==> config.mk <==
export PLATFORM = sky130hd
export DESIGN_NAME = mips_mult_wb
export DESIGN_NICKNAME = d
export VERILOG_FILES = /design/src/rtl/mips_mult_wb.sv
export SDC_FILE = /design/constraint.sdc
export NUM_CORES = 1
export LEC_CHECK = 0
export BUFFER_PORTS_ARGS = -buffer_cell sky130_fd_sc_hd__buf_4
export CORE_MARGIN = 2
export CORE_UTILIZATION = 47
export DETAILED_ROUTE_END_ITERATION = 10
export GPL_TIMING_DRIVEN = 1
export MAX_ROUTING_LAYER = met4
export PLACE_DENSITY = 0.8
export SYNTH_ARGS = -nofsm -noshare
export SYNTH_HDL_FRONTEND = slang
export SYNTH_SLANG_ARGS = --single-unit
==> constraint.sdc <==
create_clock -name clock -period 4.51 [get_ports clock]
set_input_delay 0.2255 -clock clock [delete_from_list [all_inputs] [get_ports clock]]
set_output_delay 0.2255 -clock clock [all_outputs]
set_load 0.03 [all_outputs]
==> src/rtl/mips_mult_wb.sv <==
// Shift-add 32x32 unsigned multiplier feeding the regfile write port.
// Define MULT_HI_WB_EN to also write the high word to dst+1.
module mips_mult_wb #(
  parameter bit ZERO_REG_PROTECT = 1'b1
) (
  input  logic        clock,
  input  logic        reset,
  input  logic        start,
  input  logic [31:0] rs_data,
  input  logic [31:0] rt_data,
  input  logic [4:0]  dest_regnum,
  output logic        busy,
  output logic        done,
  output logic [4:0]  wr_regnum,
  output logic [31:0] wr_data,
  output logic        writeenable
);

  typedef enum logic [1:0] {
    IDLE  = 2'd0,
    BUSY  = 2'd1,
`ifdef MULT_HI_WB_EN
    WB_LO = 2'd2,
    WB_HI = 2'd3
`else
    WB_LO = 2'd2
`endif
  } state_e;

  state_e      state_q, state_d;
  logic [31:0] mcand_q, mcand_d;
  logic [31:0] acc_hi_q, acc_hi_d;
  logic [31:0] acc_lo_q, acc_lo_d;
  logic [4:0]  dst_q, dst_d;
  logic [4:0]  count_q, count_d;
  logic [32:0] sum;

  always_ff @(posedge clock) begin
    if (reset) begin
      state_q  <= IDLE;
      mcand_q  <= '0;
      acc_hi_q <= '0;
      acc_lo_q <= '0;
      dst_q    <= '0;
      count_q  <= '0;
    end else begin
      state_q  <= state_d;
      mcand_q  <= mcand_d;
      acc_hi_q <= acc_hi_d;
      acc_lo_q <= acc_lo_d;
      dst_q    <= dst_d;
      count_q  <= count_d;
    end
  end

  always_comb begin
    state_d  = state_q;
    mcand_d  = mcand_q;
    acc_hi_d = acc_hi_q;
    acc_lo_d = acc_lo_q;
    dst_d    = dst_q;
    count_d  = count_q;
    sum      = {1'b0, acc_hi_q}
             + (acc_lo_q[0] ? {1'b0, mcand_q} : 33'd0);

    busy        = (state_q != IDLE);
    done        = 1'b0;
    writeenable = 1'b0;
    wr_regnum   = '0;
    wr_data     = '0;

    unique case (state_q)
      IDLE: begin
        if (start) begin
          mcand_d  = rs_data;
          acc_lo_d = rt_data;
          acc_hi_d = '0;
          dst_d    = dest_regnum;
          count_d  = '0;
          state_d  = BUSY;
        end
      end
      BUSY: begin
        // 65-bit right shift of {carry, acc_hi, acc_lo}
        {acc_hi_d, acc_lo_d} = {sum, acc_lo_q[31:1]};
        count_d = count_q + 5'd1;
        if (count_q == 5'd31) state_d = WB_LO;
      end
      WB_LO: begin
        wr_regnum   = dst_q;
        wr_data     = acc_lo_q;
        writeenable = !(ZERO_REG_PROTECT && dst_q == 5'd0);
`ifdef MULT_HI_WB_EN
        state_d     = WB_HI;
`else
        done        = 1'b1;
        state_d     = IDLE;
`endif
      end
`ifdef MULT_HI_WB_EN
      WB_HI: begin
        wr_regnum   = dst_q + 5'd1;
        wr_data     = acc_hi_q;
        writeenable = !(ZERO_REG_PROTECT
                        && dst_q == 5'd31);
        done        = 1'b1;
        state_d     = IDLE;
      end
`endif
      default: state_d = IDLE;
    endcase
  end

endmodule
# Word level (Yosys, flattened, before mapping)
# Cells that the tools add are included.
[word_totals]
register_bits = 108
wordCells = 35
output_inout_bits = 40
input_bits = 72
[op_classes]
n_reduce_logical = 8
mux = 14
n_eq_ne = 5
addsub = 2
[ops]
columns = ["op", "n"]
rows = [
  ["$mux 32", 4],
  ["$pmux 32 s2", 2],
  ["$add 32x32->33", 1],
  ["$mux 5", 2],
  ["$pmux 5 s2", 1],
  ["$reduce_and 2->1", 3],
  ["$add 5x1->5 const B", 1],
  ["$eq 5x5->1 const B", 1],
  ["$logic_not 5->1", 1],
  ["$mux 2", 2],
  ["$ne 2x2->1 const B", 2],
  ["$pmux 2 s2", 1],
  ["$reduce_bool 2->1", 2],
  ["$eq 2x1->1 const B", 1],
  ["$eq 2x2->1 const B", 1],
  ["$logic_not 2->1", 1],
  ["$mux 1", 2],
  ["$logic_not 1->1", 1],
]

# Logic depth before layout (Yosys ltp)
[logic_depth]
depth_word = 3
mapped_depth = 11
ltp_nobuf = 11

# Least setup slack after synthesis
# No wires, ideal clock.
[synth_path]
path_kind = "reg-to-reg"
start = "register acc_lo_q[0]"
end = "register acc_hi_q[29]"
required_ns = 4.393
setup_slack_ns = 1.796
setup_time_ns = 0.117
n_path_buf = 1
path_stages_with_launch = 11
period_less_slack_ns = 2.714
arrival_time_ns = 2.596
path_cell_list = "dfxtp_1 clkbuf_1 nand2_1 fa_1 nor2b_1 o31ai_1 a31o_2 a211o_1 a2111oi_4 o21ai_1 a32o_1"
[synth_via]
elab_chain_len = 3
[synth_lines]
columns = ["element", "line", "rtl"]
rows = [
  ["start: declaration", "33", "logic [31:0] acc_lo_q, acc_lo_d;"],
  ["start signal: assignment", "50", "acc_lo_q <= acc_lo_d;"],
  ["$mux 32", "64", "+ (acc_lo_q[0] ? {1'b0, mcand_q} : 33'd0);"],
  ["$add 32x32->33", "64", ""],
  ["$pmux 32 s2", "72", "unique case (state_q)"],
  ["end signal: assignment", "49", "acc_hi_q <= acc_hi_d;"],
  ["end: declaration", "32", "logic [31:0] acc_hi_q, acc_hi_d;"],
]
# Every way passes these cells.
# A chain may end at the register's enable or synchronous reset.

# Final worst setup path
# Same ends and word-level chain as after synthesis.

==> flow_summary_export.csv <==
group,metric,value,unit
status,status,"completed",
final_layout,final_nets,1021,
grt,grt_pass1_vias,5848,
worst_setup_path,regToRegEndpoint,"acc_hi_q[29]",
logic_synthesis,synth_edf_count,0,
timing,skew,11.9,ps
logic_synthesis,avgSynthCellArea,7.44,sq um
clocking,tritoncts.num_buffers,9,
timing,min_period,3300,ps
grt,grt_max_degree,91,
grt,grt_use_total,0.231,
place,placedInstanceArea,7170,sq um
detailed_routing,drc_errors,0,
floorplan,die_x,119,um
logic_synthesis,synthXorXnorAreaFrac,0.0321,
final_layout,num_antenna_cells,0,
floorplan,start_util,0.477,
clocking,ctsResizeCount,0,
floorplan,num_io_pins,112,
pwr,power_density,284,nW/um^2
grt,antenna_found_initial,0,
worst_hold_path,hold_start,"rs_data[6]",
place,dp.cells,1079,
timing,finalSetupTns,0,ps
logic_synthesis,synth_seq_cells,108,
worst_setup_path,cp-startpoint,"acc_lo_q[0]",
logic_synthesis,ys.flop_type,"dfxtp_1",
clocking,postCtsSetupBuffers,0,
pwr,p_leak,3.21,nW
final_layout,design_area,7470,sq um
detailed_routing,wirelength,15800,um
logic_synthesis,ys_seq_area_frac,0.345,
worst_setup_path,r2r_slack,1210,ps
place,place_congestion,0.914,
clocking,cts_hold_buf,0,
logic_synthesis,synth_nets,949,
place,port_buffers,111,
logic_synthesis,yosys.area_share.simple,0.273,
detailed_routing,drt-pass1-iter-count,7,
grt,grt_first_pass_wirelength,26800,um
logic_synthesis,async_flop_share,0,
logic_synthesis,yosysWarnings,0,
clocking,insertion_delay,360,ps
logic_synthesis,synth.distinct_cells,50,
job,drv_cap,0,
final_layout,drive_above_1_share,0.156,
worst_setup_path,worstReg2RegStart,"acc_lo_q[0]",
place,hpwl,10900,um
detailed_routing,viasPerCell,5.54,
timing,period_share,0.731,
timing,max_slew_margin,0.349,
clocking,clk_path_buf_depth,2,
worst_setup_path,critPathKind,"flop to flop",
timing,hold_violations,0,
timing,tightest_slew,973,ps
timing,rsz0062_at_grt,"false",
worst_setup_path,critPathCaptureType,"flop",
logic_synthesis,synthMuxAreaShare,0.00798,
worst_hold_path,hold_end,"mcand_q[6]",
worst_setup_path,critPathArrivalTime,3560,ps
worst_hold_path,hold_class,"primary input to flop",
logic_synthesis,syn_area,6270,sq um
floorplan,die-area,14300,sq um
timing,slew_viol_final,0,
clocking,cts.sinks,108,
floorplan,rows,42,
worst_setup_path,critPathLaunchType,"flop",
logic_synthesis,syn_inst,842,
clocking,cts_tree,"yes",
grt,gr-total-overflow,0,
floorplan,die_h,119,um
worst_setup_path,reg2reg_depth,10,
clocking,cts.clk_slew.worst_paths,80,ps
worst_setup_path,crit_path_max_fanout,18,
pwr,vdd_drop_max,0.221,mV
logic_synthesis,synth_compound_area_frac,0.229,
final_layout,area_growth,19.2,%
detailed_routing,ant_nets,0,
final_layout,instances_no_fill,1095,
detailed_routing,drt_iter0_markers,336,
clocking,root_buffer,"clkbuf_16",
timing,final-setup-viol-count,0,
worst_setup_path,required,4770,ps
logic_synthesis,synth_fa_ha_area_frac,0.0711,
clocking,htree_levels,3,
floorplan,coreArea,13100,sq um
logic_synthesis,synth_top_family_by_area,"simple AND/OR/NAND/NOR gates",
detailed_routing,wire_per_inst,14.4,um
timing,fmax,0.303,GHz
detailed_routing,num_vias,6070,
worst_hold_path,whs_path_depth,3,
==> worst max-delay path: stages (launching register included) <==
cell and delay [ps]:
dfxtp_1 670, buf_4 330, nand2_1 130, fa_1 440, nor2b_1 170, o31ai_1 110
a31o_2 290, a211o_1 330, a2111oi_4 370, o21ai_1 110, a32o_1 260
==> layout make-up <==
cell class	count	area, sq um
Clock inverter	6	71.3
Inverter	12	45.0
Fill cell	1276	5670
Clock buffer	10	229
Tap cell	176	220
Timing Repair Buffer	118	886
Sequential cell	108	2160
Multi-Input combinational cell	665	3860
==> report_power, final <==
| part | switching (mW) | internal (mW) | leakage, nW |
|---|---|---|---|
| registers | 0.0382 | 1.01 | 0.884 |
| logic | 0.152 | 0.107 | 2.19 |
| clock network | 0.380 | 0.438 | 0.145 |
| total | 0.571 | 1.55 | 3.21 |
==> layer usage <==
metal / wire length [um] / share of wire / track usage
met1: 6950 / 0.44 / 0.284
met3: 1100 / 0.070 / 0.0675
met5: 0 / 0 / -
met4: 153 / 0.0097 / 0.0500
met2: 7550 / 0.48 / 0.378
==> registers in the layout, summed over array words and instances, names as in the netlist <==
name,count
state_q,2
acc_lo_q,32
mcand_q,32
dst_q,5
acc_hi_q,32
count_q,5
==> worst max-delay path by stage <==
| stage | to | slack [ps] |
|---|---|---|
| 2_1_floorplan | acc_hi_q[29] | 1800 |
| 5_1_grt | acc_hi_q[29] | 1010 |
| 3_5_place_dp | acc_hi_q[29] | 1230 |
| 6_report | acc_hi_q[29] | 1210 |
| 4_1_cts | acc_hi_q[29] | 1220 |
| 3_3_place_gp | acc_hi_q[29] | 1360 |
==> metrics by stage <==
stage,utilization,hold WS [ps],power (mW),setup WS [ps]
2_1_floorplan,-,361,1.22,1800
3_3_place_gp,0.546,438,1.32,1360
3_5_place_dp,0.546,443,1.33,1230
4_1_cts,0.569,93.8,2.14,1220
5_1_grt,0.569,98.6,2.21,1010
6_report,0.569,101,2.12,1210
==> cells in the final DEF, fill, tap and decap left out, types with 6 or more instances in the layout <==
cell,n
nand2_1,194
buf_4,118
dfxtp_1,108
a21oi_1,88
and2_1,73
nor2_1,58
ha_1,34
a311oi_1,32
o21ai_0,28
nand3_1,17
xor2_1,14
inv_1,12
o21ai_1,12
a211oi_1,10
xnor2_1,9
clkbuf_16,9
a21o_1,8
nor3_1,8
a31oi_1,7
nand4_1,6
==> cell usage after synthesis, drive strengths merged (5+ instances only) <==
cell type / count / share of area
a211oi: 11 / 0.014
a21o: 8 / 0.0096
a21oi: 88 / 0.070
a311oi: 32 / 0.045
a31oi: 7 / 0.0070
and2: 74 / 0.074
buf: 6 / 0.0040
clkbuf: 51 / 0.031
dfxtp: 108 / 0.34
ha: 34 / 0.068
inv: 12 / 0.0072
mux2i: 5 / 0.0080
nand2: 195 / 0.12
nand2b: 5 / 0.0050
nand3: 17 / 0.014
nand4: 6 / 0.0060
nor2: 58 / 0.035
nor3: 9 / 0.0072
o21a: 5 / 0.0060
o21ai: 40 / 0.032
xnor2: 9 / 0.013
xor2: 14 / 0.020
==> cells by family (layout without fill, tap and decap cells) <==
kind of cell               count (synthesis)  after routing
and+or+nand+nor                          380            380
xor gates and xnor gates                  23             23
DFF                                      108            108
buffers and inverters                     69            146
AOI/OAI and AO/OA                        222            222
muxes                                      5              5
adders and majority gates                 35             35
(Power assumes the default switching activity.)
